**src/rtl/meas_pkg.sv**
```systemverilog
`default_nettype none
// ----------------------------------------------------------------------------
// meas_pkg: measurement FSM states and default widths, shared with the strobe generator. Rev 1.0
// ----------------------------------------------------------------------------
package meas_pkg;

  typedef logic [1:0] meas_state_t;

  localparam meas_state_t ST_IDLE    = 2'd0;
  localparam meas_state_t ST_ACQUIRE = 2'd1;
  localparam meas_state_t ST_TRACK   = 2'd2;
  localparam meas_state_t ST_REQUEST = 2'd3;

  localparam int unsigned MEAS_T_CNT_WIDTH    = 32;
  localparam int unsigned MEAS_TOL_WIDTH      = 8;
  localparam int unsigned MEAS_STABLE_PERIODS = 2;
  localparam int unsigned MEAS_LOST_CYCLES    = 2 ** 20;

endpackage
`default_nettype wire

```
**src/rtl/sync_edge.sv**
```systemverilog
`default_nettype none
// ----------------------------------------------------------------------------
// sync_edge: two-flop synchronizer followed by a rising-edge detector. Rev 1.0
// ----------------------------------------------------------------------------
module sync_edge (
  input  logic clk_i,
  input  logic arst_i,
  input  logic d_i,
  output logic rise_o
);

  logic meta_q;
  logic sync_q;
  logic prev_q;

  always_ff @(posedge clk_i or posedge arst_i) begin
    if (arst_i) begin
      meta_q <= 1'b0;
      sync_q <= 1'b0;
      prev_q <= 1'b0;
    end else begin
      meta_q <= d_i;
      sync_q <= meta_q;
      prev_q <= sync_q;
    end
  end

  // All flops clear together, so reset itself never looks like an edge.
  assign rise_o = sync_q & ~prev_q;

endmodule
`default_nettype wire

```
**src/rtl/freq_mon.sv**
```systemverilog
`default_nettype none
// ----------------------------------------------------------------------------
// freq_mon: measures sig_i period, accepts stable periods as reference, requests re-measure. Rev 1.0
// ----------------------------------------------------------------------------
module freq_mon
  import meas_pkg::*;
#(
  parameter int unsigned T_CNT_WIDTH    = MEAS_T_CNT_WIDTH,
  parameter int unsigned TOL_WIDTH      = MEAS_TOL_WIDTH,
  parameter int unsigned STABLE_PERIODS = MEAS_STABLE_PERIODS,
  parameter int unsigned LOST_CYCLES    = MEAS_LOST_CYCLES
) (
  input  logic                   clk_i,
  input  logic                   arst_i,
  input  logic                   sig_i,
  input  logic                   en_i,
  input  logic [TOL_WIDTH-1:0]   tol_i,
  input  logic                   rdy_i,
  output logic                   freq_det_o,
  output logic [T_CNT_WIDTH-1:0] period_o,
  output logic                   period_vld_o,
  output logic [T_CNT_WIDTH-1:0] ref_o,
  output logic                   lost_o
);

  localparam int unsigned STB_W = $clog2(STABLE_PERIODS + 1);
  localparam logic [T_CNT_WIDTH-1:0] LOST_VAL   = T_CNT_WIDTH'(LOST_CYCLES);
  localparam logic [STB_W-1:0]       STB_ACCEPT = STB_W'(STABLE_PERIODS);

  function automatic logic [T_CNT_WIDTH-1:0] abs_diff(input logic [T_CNT_WIDTH-1:0] a,
                                                      input logic [T_CNT_WIDTH-1:0] b);
    return (a >= b) ? (a - b) : (b - a);
  endfunction

  logic                   rise;
  logic [T_CNT_WIDTH-1:0] tol_ext;

  meas_state_t            state_q, state_d;
  logic [T_CNT_WIDTH-1:0] cnt_q, cnt_d;
  logic [T_CNT_WIDTH-1:0] cand_q, cand_d;
  logic [STB_W-1:0]       stable_q, stable_d;
  logic [T_CNT_WIDTH-1:0] ref_q, ref_d;
  logic [T_CNT_WIDTH-1:0] period_q, period_d;
  logic                   have_edge_q, have_edge_d;
  logic                   lost_q, lost_d;
  logic                   freq_det_q, freq_det_d;
  logic                   period_vld_q, period_vld_d;

  logic                   accept;
  logic                   loss;
  logic [STB_W-1:0]       stable_nx;

  sync_edge u_sync_edge (
    .clk_i  (clk_i),
    .arst_i (arst_i),
    .d_i    (sig_i),
    .rise_o (rise)
  );

  assign tol_ext = T_CNT_WIDTH'(tol_i);

  always_comb begin
    state_d      = state_q;
    cnt_d        = cnt_q;
    cand_d       = cand_q;
    stable_d     = stable_q;
    ref_d        = ref_q;
    period_d     = period_q;
    have_edge_d  = have_edge_q;
    lost_d       = lost_q;
    freq_det_d   = 1'b0;
    period_vld_d = 1'b0;
    accept       = 1'b0;
    loss         = 1'b0;
    stable_nx    = '0;

    if (!en_i || state_q == ST_IDLE) begin
      cnt_d       = '0;
      cand_d      = '0;
      stable_d    = '0;
      lost_d      = 1'b0;
      have_edge_d = 1'b0;
      state_d     = en_i ? ST_ACQUIRE : ST_IDLE;
    end else begin
      if (rise) begin
        cnt_d       = T_CNT_WIDTH'(1);
        lost_d      = 1'b0;
        have_edge_d = 1'b1;
        // The first edge after enable or loss only starts the count.
        if (have_edge_q) begin
          period_d     = cnt_q;
          period_vld_d = 1'b1;
          if (state_q != ST_ACQUIRE && abs_diff(cnt_q, ref_q) <= tol_ext) begin
            stable_d = '0;
          end else begin
            if (abs_diff(cnt_q, cand_q) <= tol_ext) begin
              stable_nx = stable_q + STB_W'(1);
            end else begin
              cand_d    = cnt_q;
              stable_nx = STB_W'(1);
            end
            if (stable_nx == STB_ACCEPT) begin
              ref_d    = cand_d;
              stable_d = '0;
              accept   = 1'b1;
            end else begin
              stable_d = stable_nx;
            end
          end
        end
      end else if (cnt_q == LOST_VAL) begin
        if (!lost_q) begin
          loss        = 1'b1;
          lost_d      = 1'b1;
          ref_d       = '0;
          cand_d      = '0;
          stable_d    = '0;
          have_edge_d = 1'b0;
        end
      end else begin
        cnt_d = cnt_q + T_CNT_WIDTH'(1);
      end

      // Loss pre-empts a pending request; a re-acceptance while waiting adds no pulse.
      if (loss) begin
        state_d = ST_ACQUIRE;
      end else if (state_q == ST_REQUEST && rdy_i) begin
        freq_det_d = 1'b1;
        state_d    = ST_TRACK;
      end else if (accept) begin
        state_d = ST_REQUEST;
      end
    end
  end

  always_ff @(posedge clk_i or posedge arst_i) begin
    if (arst_i) begin
      state_q      <= ST_IDLE;
      cnt_q        <= '0;
      cand_q       <= '0;
      stable_q     <= '0;
      ref_q        <= '0;
      period_q     <= '0;
      have_edge_q  <= 1'b0;
      lost_q       <= 1'b0;
      freq_det_q   <= 1'b0;
      period_vld_q <= 1'b0;
    end else begin
      state_q      <= state_d;
      cnt_q        <= cnt_d;
      cand_q       <= cand_d;
      stable_q     <= stable_d;
      ref_q        <= ref_d;
      period_q     <= period_d;
      have_edge_q  <= have_edge_d;
      lost_q       <= lost_d;
      freq_det_q   <= freq_det_d;
      period_vld_q <= period_vld_d;
    end
  end

  assign freq_det_o   = freq_det_q;
  assign period_o     = period_q;
  assign period_vld_o = period_vld_q;
  assign ref_o        = ref_q;
  assign lost_o       = lost_q;

endmodule
`default_nettype wire

```
**config.mk**
```make
export PLATFORM = sky130hd
export DESIGN_NAME = freq_mon
export DESIGN_NICKNAME = d
export VERILOG_FILES = /design/src/rtl/meas_pkg.sv /design/src/rtl/sync_edge.sv /design/src/rtl/freq_mon.sv
export SDC_FILE = /design/constraint.sdc
export NUM_CORES = 1
export LEC_CHECK = 0
export BUFFER_PORTS_ARGS = -buffer_cell sky130_fd_sc_hd__buf_2
export CAP_MARGIN = 25
export CELL_PAD_IN_SITES_DETAIL_PLACEMENT = 1
export CELL_PAD_IN_SITES_GLOBAL_PLACEMENT = 2
export CORE_ASPECT_RATIO = 1.5
export CORE_MARGIN = 2
export CORE_UTILIZATION = 38
export CTS_CLUSTER_SIZE = 28
export DETAILED_ROUTE_END_ITERATION = 12
export PLACE_DENSITY_LB_ADDON = 0.1
export SLEW_MARGIN = 40
export SYNTH_ARGS = -nofsm -noshare
export SYNTH_HDL_FRONTEND = slang
export SYNTH_SLANG_ARGS = --single-unit
```
**constraint.sdc**
```tcl
create_clock -name clk_i -period 6.76 [get_ports clk_i]
set_input_delay 0.676 -clock clk_i [delete_from_list [all_inputs] [get_ports clk_i]]
set_output_delay 0.676 -clock clk_i [all_outputs]
set_load 0.01 [all_outputs]
```
### Yosys cells after proc, flatten, opt, wreduce, memory -nomap -nowiden

Index checks and enable logic that the tools add are counted.
W data, S select, Z words.

* bits of input ports: 13
* word-level logic and storage cells: 106
* flip-flop bits (word level): 139
* output and inout port bits: 67

* $add $sub $neg: 6
* bitwise operators: 3
* muxes and demuxes: 55
* order comparisons: 4
* reduce and logical (&&, ||, !) cells: 13
* eq/ne operators: 12

Operator list (number)
* $mux W32: 16
* $sub A32 B32 Y32: 4
* $ge A32 B32 Y1: 2
* $le A32 B8 Y1: 2
* $add A32 B1 Y32 const B: 1
* $eq A32 B21 Y1 const B: 1
* $mux W2: 16
* $mux W1: 23
* $ne A2 B1 Y1 const B: 3
* $ne A3 B3 Y1 const B: 2
* $reduce_and A3 Y1: 2
* $reduce_and A6 Y1: 1
* $eq A2 B2 Y1 const B: 2
* $ne A2 B2 Y1 const B: 2
* $reduce_and A4 Y1: 1
* $reduce_bool A4 Y1: 1
* $ne A3 B1 Y1 const B: 1
* $ne A3 B2 Y1 const B: 1
* $reduce_bool A3 Y1: 1
* $add A2 B1 Y2 const B: 1
* $logic_and A1 B1 Y1: 2
* $logic_not A2 Y1: 1
* $not A1 Y1: 2
* $reduce_and A2 Y1: 1
* other kinds (4): 4

### Depth between registers and ports, before layout

* word-level depth: 18
* mapped depth: 32

### Hierarchy

From an unflattened synthesis, not the netlist that was laid out.

* cell total of the unflattened synthesis: 1742
* area, all modules: 14209.9 sq um

Modules (own cells, without submodules)
* freq_mon: area each 14117.3 sq um, instances 1, cells each 1737, sequential area each 3403.3 sq um
* sync_edge: area each 92.6 sq um, instances 1, cells each 5, sequential area each 75.1 sq um

### Worst setup path before layout

Ideal clock, no wire load.

* kind: flip-flop to flip-flop
* start point: register cnt_q[20]
* end point: register ref_q[1] (netlist: ref_o[1])
* slack: 1.153 ns
* library setup time: 0.121 ns
* stages on the path, launching flop included: 32
* arrival: 5.486 ns
* required time: 6.639 ns
* cell sequence: dfrtp_1 > clkbuf_1 > inv_1 > ha_1 > buf_2 > nand2_1 > nor4_4 > nand3_1 > a221oi_4 > nor2_2 > buf_2 > nand2_1 > o21ai_0 > o2bb2ai_1 > nand2_1 > nand3_1 > a31oi_1 > xnor2_1 > ha_1 > a21o_1 > a21oi_1 > nor2b_1 > o22ai_1 > nand3_1 > a2111oi_0 > mux2_2 > o2111ai_1 > nor4b_2 > and4b_2 > o221ai_2 > buf_6 > a22o_1

* cells in the longest elaborated chain, start to end: 11
* elaborated cells on any way between the ends: 27
* those cells by class: add/sub: 4; order compare: 4; eq/ne: 4; mux: 12; reduce/logical: 3

Ends and longest elaborated chain
* from (decl): RTL line freq_mon.sv:39 `logic [T_CNT_WIDTH-1:0] cnt_q, cnt_d;`
* from (signal assigned): RTL line freq_mon.sv:150 `cnt_q <= cnt_d;`
* $sub A32 B32 Y32 or $ge A32 B32 Y1 (tied branches): RTL line freq_mon.sv:32 `return (a >= b) ? (a - b) : (b - a);`
* $mux W32: RTL line freq_mon.sv:32
* $le A32 B8 Y1: RTL line freq_mon.sv:96 `if (abs_diff(cnt_q, cand_q) <= tol_ext) begin`
* $mux W2: RTL line freq_mon.sv:96
* $mux W2: RTL line freq_mon.sv:93 `if (state_q != ST_ACQUIRE && abs_diff(cnt_q, ref_q) <= tol_ext) begin`
* $mux W2: RTL line freq_mon.sv:90 `if (have_edge_q) begin`
* $mux W2: RTL line freq_mon.sv:85 `if (rise) begin`
* $mux W2: RTL line freq_mon.sv:77 `if (!en_i || state_q == ST_IDLE) begin`
* $eq A2 B2 Y1: RTL line freq_mon.sv:102 `if (stable_nx == STB_ACCEPT) begin`
* $ne A2 B1 Y1 (no source line)
* $reduce_and A6 Y1 (no source line)
* to (signal assigned): RTL line freq_mon.sv:153 `ref_q <= ref_d;`
* to (decl): RTL line freq_mon.sv:42 `logic [T_CNT_WIDTH-1:0] ref_q, ref_d;`

Parallel ways exist; a longest one is shown, timed or not. The select of a mux whose other input is x is not followed.
A chain may end at the register's enable or synchronous reset.

### Final worst setup path

* start point: register ref_q[2] (netlist: ref_o[2])
* end point: register ref_q[28] (netlist: ref_o[28])

* cells in the longest elaborated chain, start to end: 6
* elaborated cells on any way between the ends: 8
* those cells by class: add/sub: 2; order compare: 2; eq/ne: 1; mux: 1; reduce/logical: 2

Ends and longest elaborated chain (RTL line)
* $sub A32 B32 Y32 or $ge A32 B32 Y1 (tied branches): freq_mon.sv:32
* $mux W32 *: freq_mon.sv:32
* $le A32 B8 Y1 *: freq_mon.sv:93
* $logic_and A1 B1 Y1 *: freq_mon.sv:93
* $ne A2 B2 Y1 (no source line) *
* $reduce_and A6 Y1 (no source line) *

Every way passes the cells marked *; elsewhere a longest branch is shown, timed or not.

==> impl_metrics.yaml <==
logic_synthesis:
  ys_ff_latch: 139
  ys.warnings.count: 0
  synth_top_family_by_area: "compound AO/OA/AOI/OAI gates"
  synth_edf_count: 0
  synth_cell_type_count: 82
  synthesis.nets: 1804
  synth_mux_area_share_pct: 3.94
  synthAdderAreaFrac_pct: 13.9
  synth_compound_area_share_pct: 28.6
  yosys.area_share.simple_pct: 16.1
  synth-xor-area-share_pct: 4.86
  synth-async-reset-ratio_pct: 100
  syn_area_mm2: 0.0135
  syn_inst: 1643
  postSynth.topFlopCell: "dfrtp_1"
  ys_seq_area_share_pct: 25.7
  avgSynthCellArea_um2: 8.22
die:
  io_pins: 80
  die_area_mm2: 0.0371
  rows: 84
  start_util_pct: 38.5
  die_height_um: 235
  fp.dieW_um: 158
  coreArea_mm2: 0.0351
setup_path:
  worstSetupPathType: "register to register"
  cp.arrival_ns: 6.67
  cpPeakStageDelay_ns: 0.58
  cp_max_fo: 20
  crit_slowest_cell: "ha_1"
  cp_common_cell: "a21oi_1"
  start_kind: "register"
  worst_ep_required_time_ns: 7.07
  crit_family: "compound AO/OA/AOI/OAI gates"
  r2r_slack_ns: 0.40
  path_buf_inv: 5
  cp-end-kind: "register"
clock_tree:
  clockRootBuffer: "clkbuf_16"
  cts.clk_slew.worst_paths_ns: 0.06
  cts_tree: "built"
  numCtsBuffers: 17
  clk_latency_ns: 0.43
  cts.sinks: 139
  clockBufferDepth: 2
  htree_levels: 4
global_routing:
  use_met3_pct: 2.36
  grt_pass1_vias: 14000
  grt_pass1_wl_um: 85300
  antenna_found_initial: 0
  met2_usage_pct: 52.4
  busiest_layer: "met2"
  groute.usage.overall_pct: 30.5
  grt_max_degree: 73
  grt_util_met1_pct: 38.4
  gr-total-overflow: 0
finish:
  n_antenna_cell: 0
  layout_common_cells: "a21oi_1 (167), dfrtp_1 (137), ha_1 (136), inv_1 (126), nand2_1 (116)"
  area_growth_pct: 13.3
  drive_gt1_share_pct: 14.9
  layout_commonest_cell: "a21oi_1"
  fin_nets: 1886
power:
  irDropWorstVdd_uv: 171
  p_leak_nw: 7.32
  p_per_area_mw_per_mm2: 122
timing:
  fin_crit_sh_pct: 94.1
  slew_viol_final: 0
  timing.final.hold_violations: 0
  slew_headroom_pct: 38.9
  final.setup.worst_slack_ns: 0.399
  tns_ns: 0
  fin_hold_ws_ns: 0.341
  worst_pin_slew_ns: 0.913
  finalClockSkew_ns: 0.00876
  finalSetupViolations: 0
  fmax_ghz: 0.157
  period_needed_ns: 6.36
  rsz0062_at_grt: "no"
detailed_routing:
  wl_um: 56600
  ant_nets: 0
  avgRoutedWirePerCell_um: 25.6
  vias: 13300
  drtIter0Drc: 582
  via_per_inst: 6.00
  firstDrtPassIters: 5
  drc: 0
place:
  pre_cts_slack_ns: 0.209
  dpl.hpwl_um: 46400
  io_buffers: 79
  place.gp.congestion: 0.982
hold_path:
  hp-class: "primary input to asynchronous set/reset pin"
run_status:
  status: "finished, final reports clean"
flow_run:
  maxCapViolCount: 0
-- layout make-up --
cell class	instances	area (µm²)
clock buffers	24	512
clock inverters	6	37.5
fillers	4306	19800
inverters	127	482
multi-input cells	1289	9210
flip-flops and latches	139	3480
well taps	473	592
repair buffers	151	1000
-- where the power goes --
group	internal [mW]	leakage, nW	switching (mW)
sequential	0.835	1.93	0.00197
clock	0.521	0.266	0.350
combinational	0.0515	5.12	0.105
total	1.41	7.32	0.457
-- cells by family after synthesis --
family                   count (synthesis)
AND/OR/NAND/NOR                        440
flip-flops                             139
buffers and inverters                  215
multiplexers                            49
adder cells (fa/ha/maj)                148
XOR/XNOR                                75
AO/OA/AOI/OAI                          577
-- sequential cells by signal (all words and copies together) (netlist names) --
| register | flops |
|---|---|
| ref_o | 32 |
| have_edge_q | 1 |
| period_vld_o | 1 |
| period_o | 32 |
| lost_o | 1 |
| u_sync_edge.sync_q | 1 |
| cand_q | 32 |
| stable_q | 2 |
| u_sync_edge.prev_q | 1 |
| cnt_q | 32 |
| freq_det_o | 1 |
| state_q | 2 |
| u_sync_edge.meta_q | 1 |
-- path summary, 6_finish.rpt --
path | start | end | depth (start not counted)
setup / recovery | ref_o[2] | ref_o[28] | 30
hold / removal | arst_i | cnt_q[28] | 2
setup reg to reg | ref_o[2] | ref_o[28] | 30
hold reg to reg | u_sync_edge.meta_q | u_sync_edge.sync_q | 0
max in group asynchronous | arst_i | cnt_q[17] | 3
min in group clk_i | sig_i | u_sync_edge.meta_q | 1
-- through the flow --
step	power, mW	cells	util, %	instance area [µm²]
floorplan	0.946	1643	-	13500
global placement	1.00	2177	41.7	14700
detailed placement	1.01	2177	41.8	14700
CTS	1.87	2207	43.4	15200
global route	1.92	2209	43.6	15300
finish	1.86	2209	43.6	15300
-- cells in the mapped netlist, drive strengths merged, types with 33 or more instances --
library cell	instances	area share, %
a22o	65	4.2
o21ai	113	4.2
mux2	33	2.8
a21o	42	2.3
xnor2	54	3.5
dfrtp	139	26
ha	144	13
nand4	43	2.0
nor2	112	3.1
buf	60	2.6
nand3	35	1.3
nand2	117	3.3
nor3	34	1.3
inv	127	3.5
a21oi	170	6.4
-- per-layer routing --
layer / wire (µm) / vias up
li1: - / 6190
met4: 2920 / 0
met3: 1770 / 131
met1: 23800 / 6624
met2: 28100 / 312
met5: 0 / -
-- timing repair --
| item | in CTS | in global routing |
|---|---|---|
| hold buffers | 0 | 0 |
| gates resized for setup | 0 | 20 |
| setup buffers | 0 | 2 |
| endpoints found under the setup margin | 0 | 65 |
(Power assumes the default switching activity.)
